**src/rtl/fetch_ctrl.sv**
```systemverilog
// fetch_ctrl: instruction fetch sequencer with PC, redirect/halt handling and a small fetch FIFO to decode.
module fetch_ctrl #(
  parameter logic [31:0] RESET_PC   = 32'h0000_0000,
  parameter int          FIFO_DEPTH = 2
) (
  input  logic        clk,
  input  logic        rst,
  output logic [31:0] imem_addr,
  input  logic [31:0] imem_instr,
  input  logic        redirect_valid,
  input  logic [31:0] redirect_pc,
  input  logic        halt,
  output logic        out_valid,
  output logic [31:0] out_instr,
  output logic [31:0] out_pc,
  input  logic        out_ready,
  output logic        misalign_err,
  output logic [31:0] fetch_count
);
  localparam int AW = $clog2(FIFO_DEPTH);
  typedef enum logic [1:0] {BOOT, RUN, HALT} state_t;
  state_t          state_q, state_d;
  logic [31:0]     pc_q, pc_d, fetch_count_q, fetch_count_d;
  logic [AW-1:0]   head_q, head_d, tail_q, tail_d;
  logic [AW:0]     count_q, count_d;
  logic            misalign_q, misalign_d;
  logic [31:0]     pc_mem_q [FIFO_DEPTH];
  logic [31:0]     instr_mem_q [FIFO_DEPTH];
  logic            push, pop;
  always_ff @(posedge clk) begin
    if (rst) begin
      state_q       <= BOOT;
      pc_q          <= RESET_PC;
      fetch_count_q <= '0;
      head_q        <= '0;
      tail_q        <= '0;
      count_q       <= '0;
      misalign_q    <= 1'b0;
      for (int i = 0; i < FIFO_DEPTH; i++) begin
        pc_mem_q[i]    <= '0;
        instr_mem_q[i] <= '0;
      end
    end else begin
      state_q       <= state_d;
      pc_q          <= pc_d;
      fetch_count_q <= fetch_count_d;
      head_q        <= head_d;
      tail_q        <= tail_d;
      count_q       <= count_d;
      misalign_q    <= misalign_d;
      if (push) begin
        pc_mem_q[tail_q]    <= pc_q;
        instr_mem_q[tail_q] <= imem_instr;
      end
    end
  end
  // A redirect never changes the state; it only flushes and reloads the PC.
  always_comb begin
    state_d       = halt ? HALT : RUN;
    pop           = (count_q != '0) && out_ready;
    push          = (state_q == RUN) && !halt && !redirect_valid &&
                    ((count_q < (AW+1)'(FIFO_DEPTH)) || pop);
    pc_d          = redirect_valid ? {redirect_pc[31:2], 2'b00} : push ? pc_q + 32'd4 : pc_q;
    fetch_count_d = fetch_count_q + {31'd0, push};
    head_d        = redirect_valid ? tail_q : head_q + AW'(pop);
    tail_d        = tail_q + AW'(push);
    count_d       = redirect_valid ? '0 : count_q + (AW+1)'(push) - (AW+1)'(pop);
    misalign_d    = redirect_valid && (redirect_pc[1:0] != 2'b00);
  end
  always_comb begin
    imem_addr    = pc_q;
    out_valid    = count_q != '0;
    out_instr    = instr_mem_q[head_q];
    out_pc       = pc_mem_q[head_q];
    misalign_err = misalign_q;
    fetch_count  = fetch_count_q;
  end
endmodule

```
**config.mk**
```make
export PLATFORM = sky130hd
export DESIGN_NAME = fetch_ctrl
export DESIGN_NICKNAME = d
export VERILOG_FILES = /design/src/rtl/fetch_ctrl.sv
export SDC_FILE = /design/constraint.sdc
export NUM_CORES = 1
export LEC_CHECK = 0
export BUFFER_PORTS_ARGS = -buffer_cell sky130_fd_sc_hd__buf_2
export CAP_MARGIN = 0
export CORE_MARGIN = 2
export CORE_UTILIZATION = 50
export CTS_CLUSTER_SIZE = 16
export DETAILED_ROUTE_END_ITERATION = 8
export PLACE_DENSITY = 0.75
export SYNTH_ARGS = -nofsm -noshare
export SYNTH_HDL_FRONTEND = slang
export SYNTH_SLANG_ARGS = --single-unit
```
**constraint.sdc**
```tcl
create_clock -name clk -period 8.9 [get_ports clk]
set_clock_uncertainty 0.05 [all_clocks]
set_input_delay 2.225 -clock clk [delete_from_list [all_inputs] [get_ports clk]]
set_output_delay 2.225 -clock clk [all_outputs]
set_load 0.005 [all_outputs]
```
==> results.md, run 1 <==
Outcome:
- The flow ran to the end, and the final reports show no timing, DRC or antenna violations.

Layout:
- Measured on the finished design, the core utilization comes to 61.1%.
- The area used by sequential logic in the layout is between 0.005 and 0.006 sq mm.
- The number of nets in the layout is ~1,000.
- The final instance count without filler cells is ~1,200.
- The area growth from synthesis to final layout is 19.3%.
- In the final layout, the multi-input gates occupy ~0.0036 sq mm.
- Of the cells placed in the final design, the portion with a size suffix greater than 1 is between 30% and 40%.
- Fill cells in the final layout number about 1,400.

Placed design:
- Once placement completed, the tool counted placed cells totaling 1,143.
- The wire-length estimate of the detail-placed layout is between 10,000 and 15,000 um.
- The placement-stage worst setup slack is between 2 and 3 ns.
- The last weighted congestion value of the routability-driven placer is about 0.86.
- The number of input and output port buffers inserted is around 190.

Global routing:
- The via count of the first global-routing pass is about 6,000.
- The initial antenna violation count is 2.
- The first-pass GRT wire length is around 32,000 um.
- The sum of overflow across all layers after global routing is 0.
- Across every metal layer, demand over resource in global routing totals 22.0%.
- The pin count of the biggest net entering global routing is 70.

Drt:
- The number of routed nets with antenna violations is 0.
- The remaining routing DRC violations is 0.
- The total length of routed wires is ~21,000 um.
- After detailed routing, the number of vias per cell comes to between 5 and 6.
- The routed layout has roughly 6,400 vias.
- After detailed routing, the average wire length per cell comes to around 17 um.
- The detailed router finished its first iteration with ~450 violations.
- Before antenna repair, the detailed router went through 5 iterations.

Logic synthesis:
- The post-synthesis register bit count is 193.
- The synthesized netlist occupies a cell area of around 0.0089 sq mm.
- The average instance in the mapped netlist occupies between 10 and 15 sq um.
- The register area share after synthesis is approximately 57%.
- The share of flip-flops with an asynchronous set or reset is 0%.
- The number of instances in the synthesized netlist is approximately 770.
- By area the synthesized netlist is led by sky130_fd_sc_hd__edfxtp_1, sky130_fd_sc_hd__dfxtp_1, sky130_fd_sc_hd__and2_1, sky130_fd_sc_hd__mux2_2, sky130_fd_sc_hd__nor2_1.
- The netlist uses between 50 and 60 different library cells.
- For this run, the leading register cell type out of synthesis is sky130_fd_sc_hd__edfxtp_1.
- Of the post-synthesis cell area, the dominant cell type holds about two fifths.
- The count of yosys warnings during synthesis is 0.
- The commonest cells after synthesis are sky130_fd_sc_hd__edfxtp_1, sky130_fd_sc_hd__and2_1, sky130_fd_sc_hd__dfxtp_1, sky130_fd_sc_hd__mux2_2, sky130_fd_sc_hd__nor2_1.
- The count of flip-flops with a built-in enable after synthesis is roughly 120.
- The library cell with the largest summed area after synthesis is sky130_fd_sc_hd__edfxtp_1.
- The library cell with the highest instance count after synthesis is sky130_fd_sc_hd__edfxtp_1.

Floorplanning:
- The area of the placeable core is 0.0174 sq mm.
- The die width is about 140 um.
- The number of cell rows is between 40 and 50.
- The die covers about 0.019 sq mm.
- The effective utilization at floorplan is roughly 50%.
- In this run the count of I/O pins placed on the die edge is a little under 200.
- The height of the die is 137 um.

Pwr:
- Summed over all cells, the static leakage comes to ~4.4 nW.
- The worst-case IR drop observed on VDD is 140 uV.
- In this run the power density over the cells is around 180 mW/mm^2.

Setup path:
- Walking the worst path, the cells encountered are buf_2, nor4b_4, nand2b_1, buf_4, inv_2, and3_2, or2_2, buf_4.
- The most numerous cell type found on the critical path is sky130_fd_sc_hd__buf_4.
- The cell family contributing the most delay on the critical path is simple AND/OR/NAND/NOR gates.
- The worst path arrival time is 5.57 ns.
- On the worst path, the slowest cell contributes a delay of slightly below 0.9 ns.
- The worst setup path is launched from an input pin.
- The source of the worst register-to-register timing path is state_q[1]$_SDFF_PP0_.
- In this run the register-to-register setup slack is around 5.3 ns.
- The worst-path cell with the longest stage delay is sky130_fd_sc_hd__and3_2.
- The startpoint-to-endpoint class of the critical path is in2reg.
- At the worst endpoint, the required time is a little under 9 ns.
- The count of cells along the worst register-to-register path is 7.
- The critical register-to-register path endpoint is instr_mem_q[1][24]$_SDFFCE_PN0P_.
- The endpoint type of the worst setup path is a flop.
- The number of buffers and inverters on the critical path is 4.
- The critical-path maximum fanout is 63.

Min path:
- Along the worst hold path, the cell count comes to 2.
- The start point of the worst hold path is fetch_count[31]$_SDFF_PP0_.
- For hold timing, the worst endpoint is fetch_count[31]$_SDFF_PP0_.
- The class of the tightest hold or removal check is reg2reg.

Timing:
- The time the final worst path needs with I/O delays and setup is 5.56 ns.
- The setup-violating endpoint count in the final report is 0.
- The number of hold violations in the final report came to 0.
- The sum of negative setup slack is 0 ns.
- The final cycle utilization of the critical path is a little over three fifths.
- Setup repair after global routing left no endpoint under its margin.
- Timing would allow up to roughly 180 MHz.
- The count of pins over their slew limit is 0.
- Across all setup checks in the final design, the least slack found is 3.34 ns.
- Headroom to the max-slew limit came out at a little under a quarter.
- The actual transition at the worst max-transition pin is between 1 and 1.5 ns.
- On the final layout, the worst hold slack is 0.478 ns.

Clocking:
- The TritonCTS clock tree is done.
- The longest clock path from root to sink contains 2 buffers.
- Gates resized during post-CTS repair numbered 0.
- The deepest level of the CTS H-tree is 4.
- After clock tree synthesis, the clock-pin slew on the worst setup and hold paths is approximately 0.070 ns.
- The number of clock buffers added by TritonCTS is 17.
- The number of sinks handled by clock tree synthesis is slightly below 200.
- Buffers added to address setup during post-CTS repair amount to 0.
- The clock network latency to the later pin of the worst-skew pair is between 0.4 and 0.5 ns.
- The tree is rooted in a sky130_fd_sc_hd__clkbuf_16.
- The number of buffers inserted by hold repair at cts is 0.

Job:
- The number of violations of the max-capacitance limit is 0.
## sequential cells by signal (all words and copies together), names as in the netlist
signal	flops
instr_mem_q	64
pc_mem_q	60
fetch_count	32
imem_addr	30
count_q	2
state_q	2
head_q	1
misalign_err	1
tail_q	1
## routing by layer
| metal | track usage, % | part of all wire, % | routed length (um) | vias to the layer above |
|---|---|---|---|---|
| met3 | 5.08 | 7.1 | 1460 | 36 |
| met2 | 34.9 | 47 | 9620 | 231 |
| li1 | - | - | - | 3090 |
| met5 | 0 | 0 | 0 | - |
| met1 | 29.6 | 44 | 8960 | 3054 |
| met4 | 8.13 | 2.5 | 521 | 0 |
## cell usage in the layout (no fill, tap or decap), types with 8 or more instances in the layout
master / n
sky130_fd_sc_hd__mux2_2: 63
sky130_fd_sc_hd__nor2_1: 61
sky130_fd_sc_hd__xor2_1: 23
sky130_fd_sc_hd__nand3_1: 28
sky130_fd_sc_hd__clkbuf_16: 17
sky130_fd_sc_hd__o21ai_0: 20
sky130_fd_sc_hd__and3_1: 8
sky130_fd_sc_hd__dfxtp_1: 68
sky130_fd_sc_hd__inv_1: 8
sky130_fd_sc_hd__nor3_1: 14
sky130_fd_sc_hd__edfxtp_1: 124
sky130_fd_sc_hd__buf_2: 194
sky130_fd_sc_hd__a22oi_1: 10
sky130_fd_sc_hd__xnor2_1: 15
sky130_fd_sc_hd__nand4_1: 19
sky130_fd_sc_hd__nand2_1: 23
sky130_fd_sc_hd__a21oi_1: 20
sky130_fd_sc_hd__a31oi_1: 14
sky130_fd_sc_hd__and2_1: 123
## tightest hold or removal path, stage by stage, from the launching register on
cell,delay [ns]
sky130_fd_sc_hd__dfxtp_1,0.34
sky130_fd_sc_hd__xnor2_1,0.07
sky130_fd_sc_hd__nor2_1,0.08
## how the worst max path moves through the flow
stage / startpoint / to / slack, ns / depth (start not counted)
after CTS: redirect_valid / instr_mem_q[1][1]$_SDFFCE_PN0P_ / 3.31 / 8
final: redirect_valid / instr_mem_q[1][24]$_SDFFCE_PN0P_ / 3.34 / 8
after floorplan: redirect_valid / instr_mem_q[0][0]$_SDFFCE_PN0P_ / 0.78 / 6
after global routing: redirect_valid / instr_mem_q[1][23]$_SDFFCE_PN0P_ / 3.05 / 8
after detailed placement: redirect_valid / instr_mem_q[1][27]$_SDFFCE_PN0P_ / 2.86 / 8
after global placement: redirect_valid / pc_mem_q[1][4]$_SDFFCE_PN0P_ / 2.93 / 8
## logic make-up (layout without fill, tap and decap cells)
group | Yosys count | after routing | share of synthesized area (%)
adders and majority gates | 4 | 4 | 0.563
buffers and inverters | 59 | 241 | 2.91
DFF | 193 | 193 | 57.4
other | 1 | 6 | 0.0422
AOI/OAI and AO/OA | 84 | 84 | 5.91
muxes | 65 | 65 | 8.20
xor gates and xnor gates | 38 | 38 | 3.74
and+or+nand+nor | 321 | 321 | 21.2
## power breakdown
part | switching (mW) | total [mW] | leakage (nW) | internal, mW
registers | 0.0242 | 1.00 | 1.85 | 0.980
clock network | 0.356 | 0.780 | 0.282 | 0.424
logic | 0.0607 | 0.112 | 2.23 | 0.0510
total | 0.440 | 1.90 | 4.37 | 1.46
## area by class of cell
type | instances | area share (%)
diodes | 2 | 0.0472
multi-input cells | 516 | 33.6
well taps | 225 | 2.65
repair buffers | 200 | 9.58
clock buffers | 18 | 4.05
flip-flops and latches | 193 | 48.2
clock inverters | 14 | 1.63
inverters | 9 | 0.319
## through the flow
step	instance area (sq um)	total power [mW]
5_1_grt	10600	1.96
2_1_floorplan	8900	1.08
3_5_place_dp	10000	1.14
6_report	10600	1.90
3_3_place_gp	10000	1.13
4_1_cts	10600	1.91
Note: power is estimated with default switching activity, not from simulation.
==> run 2: changes to the inputs <==
--- a/config.mk
+++ b/config.mk
@@ -8,10 +8,10 @@
 export BUFFER_PORTS_ARGS = -buffer_cell sky130_fd_sc_hd__buf_2
 export CAP_MARGIN = 0
 export CORE_MARGIN = 2
-export CORE_UTILIZATION = 50
+export CORE_UTILIZATION = 49
 export CTS_CLUSTER_SIZE = 16
 export DETAILED_ROUTE_END_ITERATION = 8
-export PLACE_DENSITY = 0.75
+export PLACE_DENSITY = 0.76
 export SYNTH_ARGS = -nofsm -noshare
 export SYNTH_HDL_FRONTEND = slang
 export SYNTH_SLANG_ARGS = --single-unit
==> constraint.sdc (replaced) <==
create_clock -name clk -period 5.04 [get_ports clk]
set_clock_uncertainty 0.05 [all_clocks]
set_input_delay 1.26 -clock clk [delete_from_list [all_inputs] [get_ports clk]]
set_output_delay 1.26 -clock clk [all_outputs]
set_load 0.005 [all_outputs]
==> results.md, run 2 (same netlist as run 1, synthesis figures left out) <==
Pwr:
- In this run the static leakage power is ~4.4 nW.
- Power comes to between 3 and 4 mW.
- The worst-case vdd ir drop is 290 uV.
- The power density over cell area is between 300 and 400 mW/mm^2.

Timing:
- The setup-violating endpoint count in the final report is 0.
- The count of pins over their slew limit is 0.
- Adding up every negative setup slack in the final design gives 0 ns.
- For the pin with the worst max-slew slack, the measured transition is between 1 and 1.5 ns.
- The worst-case headroom to the max-slew limit is 23.9%.
- The final cycle utilization of the critical path is 72.5%.
- The worst path in the final design needs a cycle of between 3 and 4 ns, including I/O delays and setup.
- Setup repair after global routing left no endpoint under its margin.
- The top achievable clock speed is 274 MHz.
- The number of hold violations in the final report is 0.

Floorplanning:
- The number of cell rows is between 40 and 50.
- For this configuration, the core starts out at a cell density of around half.
- The overall die area is a little under 0.02 sq mm.
- The area of the placeable core is between 0.015 and 0.02 sq mm.
- The height of the die is ~140 um.
- The die width is between 100 and 150 um.
- For this design the top-level I/O count stands at 199.

Setup path:
- The worst path arrival time is 3.90 ns.
- The count of cells along the worst register-to-register path is 6.
- The critical-path maximum fanout is between 50 and 60.
- The startpoint-to-endpoint class of the critical path is in2reg.
- The worst setup path is launched from an input pin.
- Data on the critical path is required at its endpoint by around 5.3 ns.
- The worst setup path is captured at a flop.

Clocking:
- The setup fix buffers added after clock tree synthesis is 0.
- The tree is rooted in a sky130_fd_sc_hd__clkbuf_16.
- In this run, post-CTS hold repair placed 0 buffers.
- The TritonCTS clock tree is done.
- The clock-pin slew on the worst setup and hold paths is ~0.080 ns.
- The number of resized instances in the post-cts repair step is 0.
- The clock tree synthesis step divided the H-tree into 4 levels.
- The maximum clock insertion buffer count is 2.
- The number of buffers created by CTS is 17.
- The clock network latency to the later pin of the worst-skew pair is between 0.4 and 0.5 ns.
- The number of sinks handled by clock tree synthesis is approximately 190.

Layout:
- The final instance count without filler cells is between 1,000 and 1,500.
- 0 antenna diodes ended up in the layout.
- The register bank with the most flops is instr_mem_q.
- The share of final-layout standard cells stronger than drive strength 1 is about a third.
- The area growth from synthesis to layout is 19.6%.
- The most common cell after layout, fill and taps aside is sky130_fd_sc_hd__buf_2.
- The number of nets in the layout is approximately 1,000.
- The register with the most flip-flops in the layout has 64 of them.
- In the layout the commonest cells are sky130_fd_sc_hd__buf_2, sky130_fd_sc_hd__edfxtp_1, sky130_fd_sc_hd__and2_1.

Outcome:
- The flow ran to the end, and the final reports show no timing, DRC or antenna violations.

Global routing:
- The initial antenna violation count is 1.
- The first global-routing pass estimated between 30,000 and 40,000 um of wire.
- Global routing consumed, on the met1 layer, 29.2% of the routing resources.
- Summed over all layers, the global routing overflow is 0.
- The via count of the first global-routing pass is approximately 6,300.
- The aggregate global-route resource usage is a little over a fifth.
- Entering global routing, the biggest net connects slightly below 70 pins.
- In the global route stage, met3 resource usage came out at under 10%.
- The layer flagged by global routing as most heavily used is met2.
- The met2 usage in global routing is 35.5%.

Drt:
- For this run, design rule violations remaining after detail routing come to 0.
- The DRC violation total after the first TritonRoute iteration is 363.
- In this run the remaining antenna-violating nets after routing total 0.
- The total length of routed wires is ~20,000 um.
- The count of vias placed by the detailed router is ~6,500.
- The per-cell via count in the routed design is between 5 and 6.
- The average wire length per cell after detail routing is 17.4 um.
- The first-pass detailed-route iteration total is 5.

Placed design:
- The last weighted congestion value of the routability-driven placer is between 0.7 and 0.8.
- During placement, the flow inserted port buffers numbering 194.
- The total instance count after detailed placement is 1,149.
- Detailed placement finished with a half-perimeter wire length of 13,100 um.

Min path:
- Counting instances, the worst hold path has a depth of 2.
- In this run the worst hold path is classified as reg2reg.

Job:
- Max-cap violations in this run came to 0.
-- run 2: layout make-up --
class	count	area, sq um
tap	229	287
clock buffer	17	425
sequential	193	5110
inverter	9	33.8
multi-input combinational	516	3560
clock inverter	15	176
timing repair buffer	202	1040
fill	1506	7270
-- run 2: critical path, cell delays in order --
cell and delay (ns):
sky130_fd_sc_hd__buf_2 0.13, sky130_fd_sc_hd__nor4b_4 0.34, sky130_fd_sc_hd__nand2b_1 0.13, sky130_fd_sc_hd__inv_2 0.32
sky130_fd_sc_hd__nand2_1 0.44, sky130_fd_sc_hd__nor2_4 1.00, sky130_fd_sc_hd__and2_1 0.26
-- run 2: power by group --
part	internal (mW)	total (mW)	switching (mW)
logic	0.0915	0.199	0.108
registers	1.73	1.77	0.0407
clock network	0.712	1.37	0.654
-- run 2: final timing paths --
check / slack [ns] / endpoint / from
worst max-delay path: 1.39 / instr_mem_q[0][5]$_SDFFCE_PN0P_ / halt
worst min-delay path: 0.49 / fetch_count[20]$_SDFF_PP0_ / fetch_count[20]$_SDFF_PP0_
worst max register to register: 2.07 / instr_mem_q[0][5]$_SDFFCE_PN0P_ / state_q[1]$_SDFF_PP0_
worst min register to register: 0.49 / fetch_count[20]$_SDFF_PP0_ / fetch_count[20]$_SDFF_PP0_
-- run 2: stage by stage --
stage	util (%)	instance area, sq um	hold WS, ns	setup slack, ns
after global placement	56.0	10000	0.448	1.06
after global routing	59.4	10600	0.526	1.18
final	59.4	10600	0.492	1.39
after CTS	59.4	10600	0.491	1.40
after floorplan	-	8910	0.458	0.745
after detailed placement	56.0	10000	0.468	0.954
-- run 2: per-layer routing --
metal  routed length, um  share of wire [%]  vias up
met5                   7              0.034        -
met4                 346                1.7        2
met2                9930                 48      222
met1                8970                 44     3109
met3                1340                6.5       25
li1                    -                  -     3108
